==> src/rtl/alu_pkg.sv <==
// ============================================================================
// Module   : alu_pkg
// Purpose  : Opcodes, flag bit positions and arbiter FSM states for the ALU.
// Revision : 1.0
// ============================================================================
`default_nettype none

package alu_pkg;

    localparam logic [3:0] ALU_ADD = 4'b0000;
    localparam logic [3:0] ALU_SUB = 4'b0001;
    localparam logic [3:0] ALU_CMP = 4'b0010;
    localparam logic [3:0] ALU_AND = 4'b0011;
    localparam logic [3:0] ALU_OR  = 4'b0100;
    localparam logic [3:0] ALU_XOR = 4'b0101;

    // Bit positions within the 5-bit {C,L,F,Z,N} flag vector
    localparam int FLG_C = 4;
    localparam int FLG_L = 3;
    localparam int FLG_F = 2;
    localparam int FLG_Z = 1;
    localparam int FLG_N = 0;

    typedef enum logic [1:0] {
        ST_IDLE = 2'd0,
        ST_EXEC = 2'd1,
        ST_RESP = 2'd2
    } arb_state_t;

endpackage : alu_pkg

`default_nettype wire

==> src/rtl/alu_arbiter_rr_pick2.sv <==
// ============================================================================
// Module   : rr_pick2
// Purpose  : Combinational 2-way round-robin selector; ties go to the port
//            that was not granted last.
// Revision : 1.0
// ============================================================================
`default_nettype none

module rr_pick2 (
    input  logic [1:0] valid,
    input  logic       last,
    output logic       grant,
    output logic       any
);

    assign any   = |valid;
    assign grant = (valid == 2'b11) ? ~last : valid[1];

endmodule : rr_pick2

`default_nettype wire

==> src/rtl/alu_arbiter.sv <==
// ============================================================================
// Module   : alu_arbiter
// Purpose  : Shares one ALU between two valid/ready requesters, one op at a time.
// Revision : 1.0
// ============================================================================
`default_nettype none

module alu_arbiter
    import alu_pkg::*;
#(
    parameter int WIDTH = 16,
    parameter int OPW   = 4
) (
    input  logic             clk,
    input  logic             reset,

    input  logic             req_valid_0,
    output logic             req_ready_0,
    input  logic [WIDTH-1:0] req_a_0,
    input  logic [WIDTH-1:0] req_b_0,
    input  logic [OPW-1:0]   req_op_0,
    output logic             resp_valid_0,
    input  logic             resp_ready_0,

    input  logic             req_valid_1,
    output logic             req_ready_1,
    input  logic [WIDTH-1:0] req_a_1,
    input  logic [WIDTH-1:0] req_b_1,
    input  logic [OPW-1:0]   req_op_1,
    output logic             resp_valid_1,
    input  logic             resp_ready_1,

    output logic [WIDTH-1:0] resp_result,
    output logic [4:0]       resp_flags,

    output logic [WIDTH-1:0] alu_a,
    output logic [WIDTH-1:0] alu_b,
    output logic [OPW-1:0]   alu_ctl,
    input  logic [WIDTH-1:0] alu_result,
    input  logic             alu_C,
    input  logic             alu_L,
    input  logic             alu_F,
    input  logic             alu_Z,
    input  logic             alu_N,

    output logic             busy
);

    arb_state_t       r_state;
    logic             r_owner;
    logic             r_last_grant;
    logic [WIDTH-1:0] r_alu_a;
    logic [WIDTH-1:0] r_alu_b;
    logic [OPW-1:0]   r_alu_ctl;
    logic [WIDTH-1:0] r_resp_result;
    logic [4:0]       r_resp_flags;

    logic             w_pick;
    logic             w_any;
    logic             w_idle;
    logic             w_resp_ready;

    rr_pick2 u_pick (
        .valid ({req_valid_1, req_valid_0}),
        .last  (r_last_grant),
        .grant (w_pick),
        .any   (w_any)
    );

    assign w_idle       = (r_state == ST_IDLE);
    assign w_resp_ready = r_owner ? resp_ready_1 : resp_ready_0;

    assign req_ready_0  = w_idle && w_any && !w_pick;
    assign req_ready_1  = w_idle && w_any &&  w_pick;
    assign resp_valid_0 = (r_state == ST_RESP) && !r_owner;
    assign resp_valid_1 = (r_state == ST_RESP) &&  r_owner;
    assign busy         = !w_idle;

    assign alu_a       = r_alu_a;
    assign alu_b       = r_alu_b;
    assign alu_ctl     = r_alu_ctl;
    assign resp_result = r_resp_result;
    assign resp_flags  = r_resp_flags;

    always_ff @(posedge clk) begin
        if (reset) begin
            r_state       <= ST_IDLE;
            r_owner       <= 1'b0;
            r_last_grant  <= 1'b1;
            r_alu_a       <= '0;
            r_alu_b       <= '0;
            r_alu_ctl     <= '0;
            r_resp_result <= '0;
            r_resp_flags  <= '0;
        end else begin
            case (r_state)
                ST_IDLE: begin
                    if (w_any) begin
                        r_alu_a      <= w_pick ? req_a_1  : req_a_0;
                        r_alu_b      <= w_pick ? req_b_1  : req_b_0;
                        r_alu_ctl    <= w_pick ? req_op_1 : req_op_0;
                        r_owner      <= w_pick;
                        r_last_grant <= w_pick;
                        r_state      <= ST_EXEC;
                    end
                end
                ST_EXEC: begin
                    // ALU inputs have been stable for a full cycle; sample its outputs
                    r_resp_result       <= alu_result;
                    r_resp_flags[FLG_C] <= alu_C;
                    r_resp_flags[FLG_L] <= alu_L;
                    r_resp_flags[FLG_F] <= alu_F;
                    r_resp_flags[FLG_Z] <= alu_Z;
                    r_resp_flags[FLG_N] <= alu_N;
                    r_state             <= ST_RESP;
                end
                ST_RESP: begin
                    if (w_resp_ready) begin
                        r_state <= ST_IDLE;
                    end
                end
                default: r_state <= ST_IDLE;
            endcase
        end
    end

endmodule : alu_arbiter

`default_nettype wire

==> config.mk <==
export PLATFORM = sky130hd
export DESIGN_NAME = alu_arbiter
export DESIGN_NICKNAME = d
export VERILOG_FILES = /design/src/rtl/alu_pkg.sv /design/src/rtl/alu_arbiter_rr_pick2.sv /design/src/rtl/alu_arbiter.sv
export SDC_FILE = /design/constraint.sdc
export NUM_CORES = 1
export LEC_CHECK = 0
export BUFFER_PORTS_ARGS = -buffer_cell sky130_fd_sc_hd__buf_2
export CAP_MARGIN = 20
export CORE_UTILIZATION = 30
export DETAILED_ROUTE_END_ITERATION = 12
export GPL_TIMING_DRIVEN = 0
export RECOVER_POWER = 100
export SYNTH_ARGS = -nofsm -noshare
export SYNTH_HDL_FRONTEND = slang
export SYNTH_HIERARCHICAL = 1
export SYNTH_SLANG_ARGS = --single-unit
==> constraint.sdc <==
create_clock -name clk -period 4.6 [get_ports clk]
set_input_delay 1.15 -clock clk [delete_from_list [all_inputs] [get_ports clk]]
set_output_delay 1.15 -clock clk [all_outputs]
set_load 0.02 [all_outputs]
==> results by group <==
Run status
  – Run status: finished, final reports clean

Timing
  – Headroom to the max-slew limit: 55.1%
  – Clock Skew: 5.56 ps
  – Shortest clock period the worst path allows after layout: 3720 ps
  – Post-route clock period utilization: 80.8%
  – Unrepaired setup endpoints after global routing: false
  – Worst Hold Margin: 454 ps
  – Achievable frequency: 269 MHz
  – Total Negative Setup Slacks: 0 ps
  – Final setup violating endpoints: 0
  – Pin slew with the least headroom to its limit: 673 ps
  – Max Slew Vio Count: 0
  – Count of final hold-check violations: 0

Finish
  – Core occupancy in the finished layout: 43.3%
  – Signed area change from the synthesized netlist to the final layout: 38.7%
  – Number of fillers in the final layout: 875
  – Fin nets: 503
  – FF/Latch Area: 1220 sq um
  – Number of antenna cells inserted: 0
  – Cell area after layout: 3590 sq um
  – Share of post-route cells with drive strength above 1: 35.7%
  – Multi-input logic area: 1220 sq um

Clock tree
  – Count of hold-fix buffers inserted at cts: 0
  – Number of buffers added by the clock tree synthesis step: 9
  – Clock-pin slew on the worst setup and hold paths: 70 ps
  – # clock sinks: 61
  – CTS tree: yes
  – Worst-Skew Late Latency: 330 ps
  – Max H-tree Level: 3
  – Setup repair bufs after CTS: 0
  – Root cell of the clock tree: sky130_fd_sc_hd__clkbuf_8
  – CTS resizes: 0
  – Number of buffers on the longest clock path: 2

Routing
  – Total detailed-routing wirelength: 6.46 mm
  – Number of iterations in the first detailed-routing pass: 4
  – Via Count: 2293
  – DRC violation count after routing: 0
  – Detailed-route vias per instance: 4.46
  – Routed wirelength normalized by instance count: 12.6 um
  – Number of DRC violations after detailed-routing iteration 0: 21
  – Antenna violation net count after detailed routing: 0

Synth
  – Number of distinct library cells after synthesis: 25
  – Area share of the largest cell type after synthesis: 47.1%
  – Top cell types by occurrence after synthesis: 61 x sky130_fd_sc_hd__dfxtp_1, 42 x sky130_fd_sc_hd__nand2_1, 37 x sky130_fd_sc_hd__mux2i_1, 29 x sky130_fd_sc_hd__o2bb2ai_2, 23 x sky130_fd_sc_hd__a21oi_1
  – Cell with the most instances after synthesis: sky130_fd_sc_hd__dfxtp_1
  – Main synth FF type: sky130_fd_sc_hd__dfxtp_1
  – Number of instances in the synthesized netlist: 234
  – Fraction of synthesized area in multiplexers: 14.3%
  – Yosys warning total: 6
  – Dominant combinational cell family by area after synthesis: compound AO/OA/AOI/OAI gates
  – Simple-gate share of the synthesized area: 9.61%
  – Fraction of the mapped netlist area in adder cells: 0%
  – Average cell area after synthesis: 11.1 sq um
  – Leading area contributor after synthesis: sky130_fd_sc_hd__dfxtp_1
  – Synthesized net count: 333
  – Number of flops mapped to enable cells by yosys: 0
  – Summed instance area of the synthesized netlist: 2590 sq um
  – Part of the Yosys area used for sequential elements: 47.1%
  – Share of the synthesized netlist area taken by xor and xnor gates: 0%
  – Dominant cells by area after synthesis: sky130_fd_sc_hd__dfxtp_1 47%, sky130_fd_sc_hd__o2bb2ai_2 17%, sky130_fd_sc_hd__mux2i_1 14%
  – Area fraction in compound gates after synthesis: 24.3%
  – Register bit total from synthesis: 61
  – Proportion of synthesized flip-flops having asynchronous set or reset: 0%

Power
  – Power per cell area: 379 nW/um^2
  – Worst supply voltage drop on vdd: 0.000150 V
  – Combinational Power Share: 21.7%
  – Sequential fraction of design power: 44.8%
  – Static Leakage: 1.51 nW
  – Clock network fraction of total power: 33.5%
  – Proportion of total power due to net switching: 29.7%
  – Psw: 0.405 mW
  – Design internal power: 0.956 mW

Global routing
  – Total routing resource utilization after global routing: 13.8%
  – Gr busiest metal: met2
  – Vias in the first global route: 2113
  – Maximum number of pins on one net before global-route repair: 11
  – Global-route wire length before repair: 9.52 mm
  – Number of antenna violations at the first check in global routing: 0
  – Met1 routing resource usage after global routing: 15.6%
  – GR Layer Usage met2: 23.3%
  – GR Layer Usage met3: 4.59%
  – Total gr overflow: 0

Floorplan
  – Core box area: 8300 sq um
  – Initial standard-cell utilization of the core: 31.2%
  – Die boundary width: 94.9 um
  – Number of standard-cell rows in the floorplan: 33
  – Die outline height: 94.9 um
  – Number of top-level design ports: 161
  – Floorplan die area: 9010 sq um

Min path
  – HP Class: flip-flop to flip-flop
  – Hold Startpoint: resp_result[12]

Critical path
  – Crit path max-delay family: buffers and inverters
  – Critical path's largest stage delay: 560 ps
  – Kind of start point of the critical path: primary input
  – Worst Setup SP: req_valid_1
  – WP buf/inv: 4
  – Crit Reg-Reg Startpoint: r_state[0]
  – Critical setup path kind: primary input to output pin
  – Crit path cell chain: buf_2 > a21boi_1 > buf_2 > clkbuf_1 > nor2_1 > buf_2
  – Worst Path Required: 3450 ps
  – Dominant cell type by count on the critical path: sky130_fd_sc_hd__buf_2
  – Data arrival at the endpoint of the critical path: 2570 ps
  – CP max-delay cell: sky130_fd_sc_hd__clkbuf_1
  – Crit-path max FO: 10
  – Worst Setup End Kind: output pin

Run
  – Number of violations of the max-capacitance limit: 0

Placement
  – Cell area after placement: 3520 sq um
  – Buffers on Ports: 159
  – DP HPWL: 4.96 mm
  – Final Wtd Congestion: 0.718
[through the flow]
step | cells | setup WS (ps) | total power [mW]
floorplan | 234 | 1240 | 0.821
detailed placement | 498 | 836 | 0.941
finish | 514 | 884 | 1.36
global route | 514 | 692 | 1.44
CTS | 514 | 828 | 1.41
global placement | 498 | 848 | 0.937
[worst paths after layout]
| kind | cells after the start | slack (ps) | to |
|---|---|---|---|
| hold reg to reg | 2 | 450 | resp_result[12] |
| setup / recovery | 6 | 880 | req_ready_0 |
| hold / removal | 2 | 450 | resp_result[12] |
| setup reg to reg | 5 | 2580 | alu_b[5] |
[power by group through the flow]
stage          clock (mW)  combinational, mW  sequential, mW
3_5_place_dp            0              0.321           0.620
2_1_floorplan           0              0.145           0.675
3_3_place_gp            0              0.319           0.618
6_report            0.455              0.296           0.610
4_1_cts             0.475              0.321           0.609
5_1_grt             0.498              0.325           0.616
[kinds of logic (layout without fill, tap and decap cells)]
kind of cell / Yosys count / after routing
simple gates: 55 / 55
buf+inv: 20 / 195
mux: 37 / 37
flops: 61 / 61
compound gates: 61 / 61
[cells in the final DEF (no fill, tap or decap), types with 2 or more instances in the layout]
cell type and instances:
sky130_fd_sc_hd__a21oi_1 23, sky130_fd_sc_hd__buf_2 101, sky130_fd_sc_hd__buf_6 4, sky130_fd_sc_hd__clkbuf_1 74, sky130_fd_sc_hd__clkbuf_8 10, sky130_fd_sc_hd__clkinv_2 4, sky130_fd_sc_hd__dfxtp_1 61, sky130_fd_sc_hd__mux2i_1 37
sky130_fd_sc_hd__nand2_1 42, sky130_fd_sc_hd__nor2_1 2, sky130_fd_sc_hd__o2bb2ai_1 11, sky130_fd_sc_hd__o2bb2ai_2 25, sky130_fd_sc_hd__or2_0 2
[registers in the layout (all words and copies together), names as in the netlist]
name	flops
alu_a	16
r_state	2
alu_b	16
resp_result	16
r_owner	1
alu_ctl	4
resp_flags	5
r_last_grant	1
[metal layers]
layer  wire (um)  up-vias
li1            -     1178
met1        2850      988
met2        2870      119
met3         664        8
met4          78        0
met5           0        -
[worst min-delay path: stages, from the launching register on]
cell                      delay (ps)
sky130_fd_sc_hd__dfxtp_1         310
sky130_fd_sc_hd__nand2_1          50
sky130_fd_sc_hd__a21oi_1          50
[cell type report]
cell class | instances | share of cell area [%]
Sequential cell | 61 | 34.0
Multi-Input combinational cell | 153 | 34.0
Timing Repair Buffer | 159 | 20.0
Clock buffer | 11 | 3.94
Tap cell | 105 | 3.66
Buffer | 19 | 2.93
Clock inverter | 5 | 1.39
Inverter | 1 | 0.104
Note: power is estimated with default switching activity, not from simulation.
